$ cat src/rtl/rst_seq_pkg.sv
// rst_seq_pkg: FSM state encoding and counter-width helper shared by the reset sequencer.
package rst_seq_pkg;
   typedef enum logic [2:0] {S_WAIT_LOCK, S_HOLD, S_RELEASE, S_RUN, S_SOFT} state_t;
   function automatic int cnt_w(input int n);
      return $clog2(n + 1);
   endfunction
endpackage

$ cat src/rtl/rst_seq_multi_sync.sv
// sync_bit: STAGES-flop single-bit synchroniser, synchronous active-high reset to 0.
//   i_clk destination clock, i_rst sync reset, i_d asynchronous input, o_q synchronised output.
module sync_bit #(
   parameter int STAGES = 3
) (
   input  logic i_clk,
   input  logic i_rst,
   input  logic i_d,
   output logic o_q
);
   logic [STAGES-1:0] r_sync;
   always_ff @(posedge i_clk) r_sync <= i_rst ? '0 : {r_sync[STAGES-2:0], i_d};
   assign o_q = r_sync[STAGES-1];
endmodule

$ cat src/rtl/rst_seq_multi.sv
// rst_seq_multi: multi-domain reset sequencer with lock filtering, staged release and soft reset.
//   sys_clk/sys_rst clock and sync reset; pll_locked raw lock; soft_rst_req/soft_rst_ack soft-reset handshake;
//   dom_rst/dom_rst_n per-domain resets; all_rdy all domains released; lock_lost sticky flag, lock_lost_clr clears it.
module rst_seq_multi
   import rst_seq_pkg::*;
#(
   parameter int NUM_DOM     = 4,
   parameter int SYNC_STAGES = 3,
   parameter int LOCK_FILT   = 8,
   parameter int HOLD_CYC    = 16,
   parameter int STAGE_GAP   = 8
) (
   input  logic               sys_clk,
   input  logic               sys_rst,
   input  logic               pll_locked,
   input  logic               soft_rst_req,
   output logic               soft_rst_ack,
   output logic [NUM_DOM-1:0] dom_rst,
   output logic [NUM_DOM-1:0] dom_rst_n,
   output logic               all_rdy,
   output logic               lock_lost,
   input  logic               lock_lost_clr
);
   localparam int CW = cnt_w(HOLD_CYC > STAGE_GAP ? HOLD_CYC : STAGE_GAP);
   localparam int IW = cnt_w(NUM_DOM);
   localparam int FW = cnt_w(LOCK_FILT);
   localparam logic [CW-1:0] HOLD_T = CW'(HOLD_CYC);
   localparam logic [CW-1:0] GAP_T = CW'(STAGE_GAP - 1);
   localparam logic [IW-1:0] LAST = IW'(NUM_DOM - 1);
   localparam logic [FW-1:0] FILT_T = FW'(LOCK_FILT - 1);
   localparam logic [FW-1:0] FILT_MAX = FW'(LOCK_FILT);
   // first release pattern: only domain 0 out of reset; later stages shift further zeros in
   localparam logic [NUM_DOM-1:0] REL0 = ~NUM_DOM'(1);

   logic               w_lk_s;
   logic               w_lock_ok_nxt;
   logic [FW-1:0]      r_filt;
   logic               r_lock_ok;
   logic               r_lock_lost;
   state_t             r_state;
   logic [CW-1:0]      r_cnt;
   logic [IW-1:0]      r_idx;
   logic [NUM_DOM-1:0] r_dom_rst;
   logic               r_all_rdy;
   logic               r_ack;

   sync_bit #(.STAGES(SYNC_STAGES)) u_sync (
      .i_clk(sys_clk),
      .i_rst(sys_rst),
      .i_d  (pll_locked),
      .o_q  (w_lk_s)
   );

   // any low sample drops lock immediately; the filter only delays re-acquisition
   assign w_lock_ok_nxt = w_lk_s & (r_lock_ok | (r_filt == FILT_T));

   always_ff @(posedge sys_clk) begin
      if (sys_rst) begin
         r_filt      <= '0;
         r_lock_ok   <= 1'b0;
         r_lock_lost <= 1'b0;
      end else begin
         r_filt      <= !w_lk_s ? '0 : (r_filt == FILT_MAX) ? r_filt : r_filt + 1'b1;
         r_lock_ok   <= w_lock_ok_nxt;
         r_lock_lost <= (r_lock_ok & ~w_lock_ok_nxt) | (r_lock_lost & ~lock_lost_clr);
      end
   end

   always_ff @(posedge sys_clk) begin
      if (sys_rst) begin
         r_state   <= S_WAIT_LOCK;
         r_cnt     <= '0;
         r_idx     <= '0;
         r_dom_rst <= '1;
         r_all_rdy <= 1'b0;
         r_ack     <= 1'b0;
      end else if (r_state != S_WAIT_LOCK && !r_lock_ok) begin
         // lock loss overrides soft reset and any terminal count; counters are abandoned
         r_state   <= S_WAIT_LOCK;
         r_dom_rst <= '1;
         r_all_rdy <= 1'b0;
         r_ack     <= 1'b0;
      end else begin
         r_ack <= 1'b0;
         case (r_state)
            S_WAIT_LOCK: if (r_lock_ok) begin
               r_state <= S_HOLD;
               r_cnt   <= '0;
            end
            S_HOLD: if (r_cnt == HOLD_T) begin
               r_state   <= S_RELEASE;
               r_cnt     <= '0;
               r_idx     <= '0;
               r_dom_rst <= REL0;
            end else r_cnt <= r_cnt + 1'b1;
            S_RELEASE: if (r_cnt == GAP_T) begin
               r_cnt <= '0;
               if (r_idx == LAST) begin
                  r_state   <= S_RUN;
                  r_all_rdy <= 1'b1;
               end else begin
                  r_idx     <= r_idx + 1'b1;
                  r_dom_rst <= r_dom_rst << 1;
               end
            end else r_cnt <= r_cnt + 1'b1;
            S_RUN: if (soft_rst_req) begin
               r_state   <= S_SOFT;
               r_dom_rst <= '1;
               r_all_rdy <= 1'b0;
               r_ack     <= 1'b1;
            end
            S_SOFT: begin
               r_state <= S_HOLD;
               r_cnt   <= '0;
            end
            default: r_state <= S_WAIT_LOCK;
         endcase
      end
   end

   assign dom_rst      = r_dom_rst;
   assign dom_rst_n    = ~r_dom_rst;
   assign all_rdy      = r_all_rdy;
   assign soft_rst_ack = r_ack;
   assign lock_lost    = r_lock_lost;
endmodule

$ cat config.mk
export PLATFORM = sky130hd
export DESIGN_NAME = rst_seq_multi
export DESIGN_NICKNAME = d
export VERILOG_FILES = /design/src/rtl/rst_seq_pkg.sv /design/src/rtl/rst_seq_multi_sync.sv /design/src/rtl/rst_seq_multi.sv
export SDC_FILE = /design/constraint.sdc
export NUM_CORES = 1
export LEC_CHECK = 0
export CAP_MARGIN = 20
export CORE_AREA = 2 2 44 63
export CTS_BUF_LIST = sky130_fd_sc_hd__clkbuf_4 sky130_fd_sc_hd__clkbuf_8 sky130_fd_sc_hd__clkbuf_16
export CTS_CLUSTER_DIAMETER = 100
export DETAILED_ROUTE_END_ITERATION = 10
export DIE_AREA = 0 0 46 65
export PLACE_DENSITY_LB_ADDON = 0.05
export SLEW_MARGIN = 5
export SYNTH_ARGS = -nofsm -noshare
export SYNTH_HDL_FRONTEND = slang
export SYNTH_HIERARCHICAL = 1
export SYNTH_SLANG_ARGS = --single-unit
$ cat constraint.sdc
create_clock -name sys_clk -period 2.6 [get_ports sys_clk]
set_input_delay 0.65 -clock sys_clk [delete_from_list [all_inputs] [get_ports sys_clk]]
set_output_delay 0.65 -clock sys_clk [all_outputs]
set_load 0.01 [all_outputs]
==> metrics.cfg <==
[status]
status=completed

[clock_tree]
htree_levels=1
numClockSinks=26
cts-resized-gates=0
cts_tree=yes
cts_root_buf=clkbuf_4
post_cts_buffers=0
insertion_delay_ns=0.32
cts_hold_repair.buffers=0
cts_buffers=3
cts_buffer_depth=2
clk_pin_slew_worst_paths_ns=0.15

[yosys]
synth_flop_cell=dfxtp_1
synth_nets=157
async_flop_share=0
ys_seq_elements=26
ys_seq_area_frac=0.3863
syn_avg_cell_area_sq_um=9.230
netlist_area_sq_um=1348
yosysWarnings=6
synth-edff-count=0
synth.distinct_cells=46
synthCells=146

[place]
routabilityCongestion=0.8335
place_hpwl_um=1924
portBuffers=15

[grt]
overflow=0
grt_max_degree=16
antenna_found_initial=0
grt_pass1_vias=1007
grt_first_pass_wirelength_um=4340
track_usage=0.1947

[drt]
dr.first_iter.drc_count=38
detail-route-antenna-nets=0
totalWireLength_um=2484
routed_via_density=5.678
post-route-drc-count=0
vias=1039
post_drt_wl_per_cell_um=13.57
drtPass1Iterations=4

[floorplanning]
die_y_um=65
die_w_um=46
rows=22
coreArea_sq_um=2477
start_util=0.5439
dieArea_sq_um=2990
io_pins=16

[timing]
min_period_ns=1.930
worst_slew_pin_slew_ns=0.4842
post-route-period-util=0.7422
fin_setup_tns_ns=0
hold_ws_ns=0.4602
hold_viol_final=0
rsz0062_at_grt=false
skew_ns=0.007882
drv_slew=0
clock.fmax_mhz=518.2
finalSetupViolCount=0
max_slew_margin=0.6768

[setup_path]
worst_ep_arrival_time_ns=1.28
crit_path_cell_trace=clkdlybuf4s50_1
rr_startpoint=r_idx[0]
path_buf_inv=1
worstPathRequired_ns=1.95
path_max_fanout=4
worstSetupStartpointType=flip-flop
criticalPathCategory=reg2out
crit_start=dom_rst[1]
end_kind=output pin
cp_top_family=buffers and inverters
max_stage_delay_ns=0.56
crit_slowest_cell=clkdlybuf4s50_1

[layout]
syn_to_final_growth_pct=15.60
utilization=0.6288
layout_common_cells=dfxtp_1 (26), clkdlybuf4s50_1 (15), nor2_1 (14), inv_1 (12), nor2b_1 (8)
final_nets=171
layout-drive-gt1-share=0.1006
fillers=212
final_common_cell=dfxtp_1
antennaDiodeCount=0

[power]
peakVddDrop_uv=320.1
power_leakage_nw=0.6044
power.density_nw_per_um2=452.4

[worst_hold_path]
hp-class=reg2reg
hold_start=all_rdy

[run]
maxCapViolCount=0

[cells in the mapped netlist, types with 2 or more instances]
cell type	n	area [sq um]
buf_2	3	15.01
nand2_1	6	22.52
a31oi_1	3	18.77
nand2b_1	5	31.28
o21ai_0	3	15.01
nor3_1	6	30.03
inv_1	12	45.04
nor4_1	3	18.77
nor2_1	14	52.55
dfxtp_1	26	520.5
a211o_1	2	17.52
mux2i_1	4	40.04
xnor2_1	2	17.52
a21oi_1	4	20.02
ha_1	6	75.07
a22o_1	2	17.52
clkbuf_1	4	15.01
nand3_1	3	15.01
nand3b_1	3	22.52
nor2b_1	8	50.05
mux2_1	2	22.52
[through the flow]
stage | power (W) | area [sq um] | std cells | setup WS (ns)
after floorplan | 0.0004263 | 1348 | 146 | 0.9604
after global placement | 0.0004365 | 1505 | 179 | 0.5816
after detailed placement | 0.0004373 | 1505 | 179 | 0.5122
after CTS | 0.0007163 | 1558 | 183 | 0.6453
after global routing | 0.0007353 | 1558 | 183 | 0.6002
final | 0.0007046 | 1558 | 183 | 0.6704
[power breakdown]
group | switching [W] | total [W] | internal, W | leakage [nW]
Clock | 0.000120 | 0.000276 | 0.000156 | 0.0279
Combinational | 0.0000110 | 0.0000241 | 0.0000132 | 0.366
Sequential | 0.00000242 | 0.000404 | 0.000402 | 0.210
Total | 0.000134 | 0.000705 | 0.000571 | 0.604
[cells by family (layout without fill, tap and decap cells)]
group,Yosys count,after routing,synth area share
AOI/OAI and AO/OA,26,26,0.1746
xor gates and xnor gates,2,2,0.01300
adders and majority gates,6,6,0.05571
buffers and inverters,20,33,0.05848
DFF,26,26,0.3863
muxes,7,7,0.05478
and+or+nand+nor,59,59,0.2572
[per-layer routing]
layer  track usage  wire length, um  vias up
met4       0.07500               24        0
met5             0                0        -
met3       0.02507               47        2
met1        0.2209             1079      485
met2        0.3472             1333       13
li1              -                -      539
[cell type report]
type / count / area [sq um] / area share
Multi-Input combinational cell: 100 / 748.2 / 0.4803
Sequential cell: 26 / 520.5 / 0.3341
Timing Repair Buffer: 16 / 157.7 / 0.1012
Inverter: 13 / 48.80 / 0.03133
Clock inverter: 1 / 30.03 / 0.01928
Tap cell: 24 / 30.03 / 0.01928
Clock buffer: 3 / 22.52 / 0.01446
[registers in the layout, indices dropped and copies added (netlist names)]
signal / count
r_idx: 3
soft_rst_ack: 1
u_sync/r_sync: 3
r_lock_ok: 1
all_rdy: 1
lock_lost: 1
r_filt: 4
r_cnt: 5
dom_rst: 4
r_state: 3
[worst paths after layout]
check | slack, ns | depth (start not counted) | end
max reg2reg | 0.79 | 6 | r_idx[1]
min | 0.46 | 2 | all_rdy
max | 0.67 | 1 | dom_rst[1]
min reg2reg | 0.46 | 2 | all_rdy
(Power assumes the default switching activity.)
